`src/rtl/alu_op_sequencer.sv`:
```
// alu_op_sequencer: sequences one ALU operation per request (single pass or shift-add MUL) and returns a registered response.
// Ports:
//   clk, rst_n                    clock, asynchronous active-low reset
//   req_valid/req_ready           request handshake; req_op opcode, req_a/req_b operands
//   rsp_valid/rsp_ready           response handshake; rsp_data result, rsp_flags {N,O,Z,C}, rsp_err illegal opcode
//   alu_a, alu_b, alu_cin, alu_sel  drive to the external combinational ALU
//   alu_out, alu_cout, alu_status   results back from the ALU ({N,O,Z,C} in status)
// Build option: define ALU_SEQ_MUL_EN to enable opcode 8 (MUL); otherwise it answers as illegal.
module alu_op_sequencer (
   input  logic        clk,
   input  logic        rst_n,
   input  logic        req_valid,
   output logic        req_ready,
   input  logic [3:0]  req_op,
   input  logic [63:0] req_a,
   input  logic [63:0] req_b,
   output logic        rsp_valid,
   input  logic        rsp_ready,
   output logic [63:0] rsp_data,
   output logic [3:0]  rsp_flags,
   output logic        rsp_err,
   output logic [63:0] alu_a,
   output logic [63:0] alu_b,
   output logic        alu_cin,
   output logic [4:0]  alu_sel,
   input  logic [63:0] alu_out,
   input  logic        alu_cout,
   input  logic [3:0]  alu_status
);
   typedef enum logic [1:0] {IDLE, EXEC, MUL_STEP, RESP} state_t;
   state_t state;
   // set when a disabled opcode passes through EXEC so it answers as illegal with normal latency
   logic bad;
`ifdef ALU_SEQ_MUL_EN
   logic [63:0] q;
   logic [5:0]  cnt;
   logic [63:0] p_next;
   logic        done;
   // alu_a holds the partial product P, alu_b holds the shifted multiplicand M
   assign p_next = q[0] ? alu_out : alu_a;
   assign done   = (q[63:1] == 63'd0) || (cnt == 6'd63);
`endif
   function automatic logic [4:0] op_sel(input logic [3:0] op);
      case (op)
         4'd0:    op_sel = 5'b10000;
         4'd1:    op_sel = 5'b10010;
         4'd2:    op_sel = 5'b01000;
         4'd3:    op_sel = 5'b00100;
         4'd4:    op_sel = 5'b01100;
         4'd5:    op_sel = 5'b01011;
         4'd6:    op_sel = 5'b11000;
         4'd7:    op_sel = 5'b10100;
         default: op_sel = 5'b00000;
      endcase
   endfunction
   assign req_ready = (state == IDLE);
   assign rsp_valid = (state == RESP);
   always_ff @(posedge clk or negedge rst_n) begin
      if (!rst_n) begin
         state     <= IDLE;
         bad       <= 1'b0;
         rsp_data  <= '0;
         rsp_flags <= '0;
         rsp_err   <= 1'b0;
         alu_a     <= '0;
         alu_b     <= '0;
         alu_cin   <= 1'b0;
         alu_sel   <= '0;
`ifdef ALU_SEQ_MUL_EN
         q         <= '0;
         cnt       <= '0;
`endif
      end else begin
         case (state)
            IDLE: if (req_valid) begin
               if (req_op < 4'd8) begin
                  alu_a   <= req_a;
                  alu_b   <= req_b;
                  alu_sel <= op_sel(req_op);
                  alu_cin <= (req_op == 4'd1);
                  bad     <= 1'b0;
                  state   <= EXEC;
               end
`ifdef ALU_SEQ_MUL_EN
               else if (req_op == 4'd8) begin
                  alu_b   <= req_a;
                  alu_sel <= 5'b10000;
                  q       <= req_b;
                  cnt     <= '0;
                  state   <= MUL_STEP;
               end
`else
               else if (req_op == 4'd8) begin
                  bad   <= 1'b1;
                  state <= EXEC;
               end
`endif
               else begin
                  rsp_data  <= '0;
                  rsp_flags <= '0;
                  rsp_err   <= 1'b1;
                  state     <= RESP;
               end
            end
            EXEC: begin
               rsp_data  <= bad ? 64'd0 : alu_out;
               // carry is reported if either ALU carry indication is set
               rsp_flags <= bad ? 4'd0 : {alu_status[3:1], alu_status[0] | alu_cout};
               rsp_err   <= bad;
               alu_a     <= '0;
               alu_b     <= '0;
               alu_cin   <= 1'b0;
               alu_sel   <= '0;
               state     <= RESP;
            end
`ifdef ALU_SEQ_MUL_EN
            MUL_STEP: begin
               alu_a <= p_next;
               alu_b <= alu_b << 1;
               q     <= q >> 1;
               cnt   <= cnt + 6'd1;
               if (done) begin
                  rsp_data  <= p_next;
                  rsp_flags <= {p_next[63], 1'b0, p_next == 64'd0, 1'b0};
                  rsp_err   <= 1'b0;
                  alu_a     <= '0;
                  alu_b     <= '0;
                  alu_sel   <= '0;
                  state     <= RESP;
               end
            end
`endif
            RESP: if (rsp_ready) state <= IDLE;
            default: state <= IDLE;
         endcase
      end
   end
endmodule

```
`config.mk`:
```
export PLATFORM = sky130hd
export DESIGN_NAME = alu_op_sequencer
export DESIGN_NICKNAME = d
export VERILOG_FILES = /design/src/rtl/alu_op_sequencer.sv
export SDC_FILE = /design/constraint.sdc
export NUM_CORES = 1
export LEC_CHECK = 0
export ABC_AREA = 1
export CAP_MARGIN = 20
export CELL_PAD_IN_SITES_DETAIL_PLACEMENT = 0
export CELL_PAD_IN_SITES_GLOBAL_PLACEMENT = 1
export CORE_UTILIZATION = 28
export DETAILED_ROUTE_END_ITERATION = 10
export PLACE_DENSITY_LB_ADDON = 0.15
export REMOVE_ABC_BUFFERS = 1
export SLEW_MARGIN = 20
export SYNTH_ARGS = -nofsm -noshare
export SYNTH_HDL_FRONTEND = slang
export SYNTH_SLANG_ARGS = --single-unit
```
`constraint.sdc`:
```
create_clock -name clk -period 1.6 [get_ports clk]
set_input_delay 0.24 -clock clk [delete_from_list [all_inputs] [get_ports clk]]
set_output_delay 0.24 -clock clk [all_outputs]
set_load 0.03 [all_outputs]
```
==> results.md, run 1 <==
- Status: finished, final reports clean
- Max FO, Critical Path: 2
- # DRC: 0
- Worst setup path startpoint: alu_cin$_DFFE_PN0P_
- Maximum clock rate: 636 MHz
- Setup crit end kind: output port
- DP Area: 13000 um2
- Most common cell after layout, fill and taps aside: nand2_1
- Cell Pwr Density: 1820 nW/um2
- Setup Skew: 0.0269 ns
- Yosys warns: 0
- Slowest stage cell, crit path: dlygate4sd2_1
- Post-Synthesis Cell Area: 8150 um2
- Fraction of layout cells with a size suffix above 1: 6.38%
- Initial DRC Count: 366
- Sequential area share after synthesis: 63.3%
- Worst R2R End: alu_b[61]$_DFFE_PN0P_
- Clock Sinks: 206
- # H-tree levels: 1
- Die area: 29800 um2
- Area grow syn2layout: 65.6%
- # port buffers: 409
- Final core utilization: 47.1%
- Largest net degree at the start of global routing: 77
- Root Buffer: clkbuf_16
- Post-Route WL: 27800 um
- Crit-path max cell delay: 0.48 ns
- Endpoints failing setup: 0
- Die H: 173 um
- Worst slew pin tran: 0.424 ns
- Worst Hold Class: in -> async
- Vias in the first global route: 7567
- Crit path kind: reg -> out
- Most frequent cells in the layout: nand2_1 (494), dfrtp_1 (204), clkdlybuf4s50_1 (203), dlygate4sd2_1 (194), nand3_1 (127)
- DR pass1 iterations: 4
- Reg2reg start: state[0]$_DFFE_PN0P_
- Post-DP HPWL: 19500 um
- Worst-path clk slew: 0.06 ns
- Setup ws final: 0.0276 ns
- Yosys top cell area share: 63.3%
- Gpl congestion: 0.806
- Antenna-violating nets left: 0
- Chip width: 173 um
- Core area: 28600 um2
- #FFs+latches synth: 206
- Clock Latency Late Sink: 0.51 ns
- Unique cell type count in the Yosys netlist: 16
- Leading area contributor after synthesis: dfrtp_1
- Vias per cell: 4.34
- Fin crit period: 1.57 ns
- Worst R2R Setup Slack: 0.08 ns
- Fillers: 2832
- P_leak: 0.00754 uW
- CTS Buffer Depth: 3
- WP data arrival: 1.33 ns
- First-pass GRT wire length: 44100 um
- # rows: 62
- Worst r2r path cells: 8
- Avg Inst Size Synth: 8.89 um2
- TritonCTS clock tree: done
- CP Data Required Time: 1.36 ns
- Slew Viols, Final: 0
- Post-layout nets: 1543
- Worst rel slew slack: 71.8%
- Vias after detailed routing: 7530
- Setup crit start kind: register
- Drt wl/cell: 16.0 um
- Ports: 410
- Buf+Inv Stages, Crit Path: 1
- CTS Buf Count: 25
- Worst-path cell chain: dlygate4sd2_1
- Grt ovf: 0
- Starting Density: 28.5%
- Tot GR Track Use: 18.5%
- Max-cap violations: 0
- Fin. Hold Viols: 0
- VDD IR max: 816 uV
- Finished layout cell area: 13500 um2
- Area contributors post-synth: dfrtp_1 (63%), nand2_1 (23%), nand3_1 (7.9%)
- Post-route clock period utilization: 98.3%
- Synthesized instance count: 916
- Delay-heaviest family, CP: buffers and inverters
- Initial antenna violation count: 2
- Pre-CTS setup slack: -0.159 ns
## synth_stat cells
| cell type | instances |
|---|---|
| clkbuf_1 | 9 |
| buf_4 | 18 |
| nor2_4 | 3 |
| inv_2 | 3 |
| buf_1 | 1 |
| a21oi_1 | 3 |
| nand2_1 | 495 |
| nand2_2 | 1 |
| buf_2 | 28 |
| nand3_1 | 128 |
| nor2_1 | 4 |
| ha_1 | 3 |
| nand4_1 | 2 |
| inv_1 | 9 |
| dfrtp_1 | 206 |
| o21ai_0 | 3 |
## flip-flops by register name, indices dropped and copies added, names as in the netlist
signal     count
alu_a         64
alu_b         64
alu_cin        1
alu_sel        5
bad            1
rsp_data      64
rsp_err        1
rsp_flags      4
state          2
## report_power, final
| part | internal, uW | switching (uW) |
|---|---|---|
| logic | 3950 | 7700 |
| clock network | 3020 | 2070 |
| registers | 6970 | 897 |
## worst max-delay path by stage
stage	endpoint	slack, ns	cells past startpoint
after floorplan	alu_cin$_DFFE_PN0P_	-2.82	6
after global placement	rsp_flags[0]$_DFFE_PN0P_	-0.12	8
after detailed placement	rsp_data[45]$_DFFE_PN0P_	-0.16	8
after CTS	alu_cin	0.001	1
after global routing	req_ready	-0.01	3
final	alu_cin	0.03	1
## cells by family after synthesis
family	after synthesis	synth area share, %
buffers and inverters	68	4.39
AND/OR/NAND/NOR	633	31.5
AO/OA/AOI/OAI	6	0.368
adder cells (fa/ha/maj)	3	0.461
flip-flops	206	63.3
## metrics by stage
| stage | setup TNS, ns | power [uW] | hold WS (ns) | std cells |
|---|---|---|---|---|
| 6_report | 0 | 24600 | 0.224 | 1734 |
| 5_1_grt | -0.0117 | 26200 | 0.233 | 1733 |
| 4_1_cts | 0 | 25000 | 0.189 | 1732 |
| 3_5_place_dp | -14.46 | 20900 | 0.162 | 1689 |
| 3_3_place_gp | -12.72 | 20900 | 0.161 | 1689 |
| 2_1_floorplan | -527.78 | 13200 | -0.0556 | 860 |
## cell type report
class	instances	area (um2)	area share, %
diodes	2	5.00	0.0371
clock buffers	37	711	5.27
clock inverters	3	15.0	0.111
inverters	12	47.5	0.352
multi-input cells	642	2650	19.7
flip-flops and latches	206	5160	38.2
well taps	384	480	3.56
repair buffers	448	4420	32.8
## timing repair
action / CTS / global route
setup buffers: 2 / 0
hold buffers: 1 / 0
setup endpoints to repair: 203 / 7
resized for setup: 208 / 8
pin swaps: 0 / 0
hold endpoints to repair: 193 / 0
## layer usage
metal | global-route usage [%] | wire length, um
met1 | 22.7 | 11700
met2 | 31.1 | 13100
met3 | 6.55 | 2370
met4 | 4.43 | 588
met5 | 0 | 13
No activity file was read; power rests on OpenSTA's default activity.
==> run 2: changes to the inputs <==
--- a/config.mk
+++ b/config.mk
@@ -13,6 +13,7 @@
 export DETAILED_ROUTE_END_ITERATION = 10
 export PLACE_DENSITY_LB_ADDON = 0.15
 export REMOVE_ABC_BUFFERS = 1
+export SKIP_CTS_REPAIR_TIMING = 1
 export SLEW_MARGIN = 20
 export SYNTH_ARGS = -nofsm -noshare
 export SYNTH_HDL_FRONTEND = slang
==> run 2 against run 1 <==
  * Global-route usage fell by 0.062 points
  * Wire length rose by 1.2%
  * Non-clock buffer count fell by 1
  * Highest routed layer unchanged
  * Setup slack improved by 0.058 ns
  * Critical endpoint is now alu_b[61]$_DFFE_PN0P_
  * Die area did not move
  * Via count rose by 0.25%
  * Register-to-register slack barely moved
  * Largest cell class is now buffers
  * Clock skew rose by 0.0022 ns
  * Critical path depth rose by 7
  * Sequential power barely moved
  * Largest power group unchanged
  * Combinational power rose by 7%
==> results.md, run 2 (synthesis results as in run 1) <==
- Worst slew pin tran: 0.422 ns (-0.00254 ns)
- Cell Pwr Density: 1790 nW/um2 (-1.7%)
- Vias per cell: 4.36 (+0.31%)
- Drt wl/cell: 16.2 um (+1.3%)
- Top Registers: alu_a (64), alu_b (64), rsp_data (64)
- First-pass GRT wire length: 43900 um (-0.36%)
- Most common cell after layout, fill and taps aside: nand2_1
- Clock Latency Late Sink: 0.51 ns (about the same)
- Total Power: 25500 uW (+3.6%)
- Worst rel slew slack: 71.8% (about the same)
- TritonCTS clock tree: done
- Worst-path cell chain: buf_4 -> nand2_4 -> inv_2 -> nor2_4 -> buf_12 -> buf_12 -> nand2_1 -> nand2_1
- Die area: 29800 um2 (unchanged)
- CTS Buffer Depth: 3 (unchanged)
- VDD IR max: 835 uV (+2.3%)
- Setup crit end kind: register
- Fillers: 2679 (-5.4%)
- Post-DP HPWL: 19500 um (unchanged)
- Maximum clock rate: 660 MHz (+3.8%)
- Endpoints failing setup: 0 (unchanged)
- Fin. Hold Viols: 0 (unchanged)
- # H-tree levels: 1 (unchanged)
- Most frequent cells in the layout: nand2_1 (494), dfrtp_1 (204), clkdlybuf4s50_1 (203), dlymetal6s2s_1 (202), nand3_1 (127)
- Chip width: 173 um (unchanged)
- Area grow syn2layout: 74.7%
- Setup ws final: 0.0853 ns (+0.0577 ns)
- DR pass1 iterations: 4 (unchanged)
- Post-route clock period utilization: 94.7% (-3.6 points)
- P_leak: 0.0100 uW (+33%)
- Vias after detailed routing: 7549 (+0.25%)
- Worst Hold Class: in -> async
- Slew Viols, Final: 0 (unchanged)
- Setup crit start kind: register
- Slowest stage cell, crit path: dfrtp_2
- Crit-path max cell delay: 0.44 ns (-0.04 ns)
- Grt ovf: 0 (unchanged)
- Status: finished, final reports clean
- Ports: 410 (unchanged)
- Vias in the first global route: 7549 (-0.24%)
- Gpl congestion: 0.806 (unchanged)
- Die H: 173 um (unchanged)
- # DRC: 0 (unchanged)
- Post-layout nets: 1542 (-0.065%)
- Fin crit period: 1.51 ns (-0.0577 ns)
- Root Buffer: clkbuf_16
- Post-Route WL: 28100 um (+1.2%)
- Initial DRC Count: 333 (-9.0%)
- Starting Density: 28.5% (unchanged)
- # port buffers: 409 (unchanged)
- RSZ-0062 raised after global routing: false
- CTS Buf Count: 25 (unchanged)
- Core area: 28600 um2 (unchanged)
- Fraction of layout cells with a size suffix above 1: 6.31% (-0.070 points)
- # rows: 62 (unchanged)
- Worst-path clk slew: 0.06 ns (about the same)
- Antenna-violating nets left: 0 (unchanged)
- Largest net degree at the start of global routing: 77 (unchanged)
- Crit path kind: reg -> reg
- Max FO, Critical Path: 23 (+21)
- Clock Sinks: 206 (unchanged)
- Setup Skew: 0.0291 ns (+0.00220 ns)
- Initial antenna violation count: 2 (unchanged)
- Tot GR Track Use: 18.5% (-0.062 points)
- CP Data Required Time: 2.03 ns (+0.67 ns)
- WP data arrival: 1.95 ns (+0.62 ns)
- Pre-CTS setup slack: -0.159 ns (unchanged)
- Max-cap violations: 0 (unchanged)
[run 2: through the flow]
step | hold WS, ns | instance area (um2) | util (%) | instances | setup TNS (ns)
after CTS | -0.390 | 13700 | 47.8 | 1729 | -42.83
after floorplan | -0.0556 | 7830 | - | 860 | -527.78
after global placement | 0.161 | 13000 | 45.3 | 1689 | -12.72
final | 0.220 | 14200 | 49.7 | 1733 | 0
after detailed placement | 0.162 | 13000 | 45.3 | 1689 | -14.46
after global routing | 0.233 | 14200 | 49.7 | 1732 | 0
[run 2: where the power goes]
group	leakage, uW	switching [uW]	internal (uW)
Combinational	0.00690	7700	4840
Sequential	0.00275	894	6970
Clock	0.000358	2080	3020
Total	0.0100	10700	14800
[run 2: per-layer routing]
| metal | track usage [%] | routed length (um) |
|---|---|---|
| met5 | 0 | 13 |
| met4 | 4.43 | 585 |
| met3 | 6.53 | 2480 |
| met2 | 31.0 | 13400 |
| met1 | 22.6 | 11600 |
[run 2: layout make-up]
cell class | instances | area [um2] | area share [%]
timing repair buffer | 447 | 5160 | 36.3
sequential | 206 | 5160 | 36.2
multi-input combinational | 642 | 2650 | 18.7
clock buffer | 37 | 711 | 4.99
tap | 384 | 480 | 3.38
inverter | 12 | 47.5 | 0.334
clock inverter | 3 | 15.0 | 0.106
antenna | 2 | 5.00 | 0.0352
[run 2: worst max-delay path, delay by kind of cell, from the launching register on]
| kind | cells | cell delay [ns] |
|---|---|---|
| buffers and inverters | 4 | 0.58 |
| flip-flops | 1 | 0.44 |
| AND/OR/NAND/NOR | 4 | 0.40 |
[run 2: worst paths after layout]
kind / startpoint / endpoint / slack [ns] / cells after the start
setup / recovery: state[0]$_DFFE_PN0P_ / alu_b[61]$_DFFE_PN0P_ / 0.09 / 8
hold / removal: rst_n / alu_cin$_DFFE_PN0P_ / 0.22 / 2
setup reg to reg: state[0]$_DFFE_PN0P_ / alu_b[61]$_DFFE_PN0P_ / 0.09 / 8
hold reg to reg: alu_b[3]$_DFFE_PN0P_ / alu_b[3]$_DFFE_PN0P_ / 0.46 / 2
max in group asynchronous: rst_n / alu_b[59]$_DFFE_PN0P_ / 0.78 / 3
min in group clk: alu_status[3] / rsp_flags[3]$_DFFE_PN0P_ / 0.26 / 3
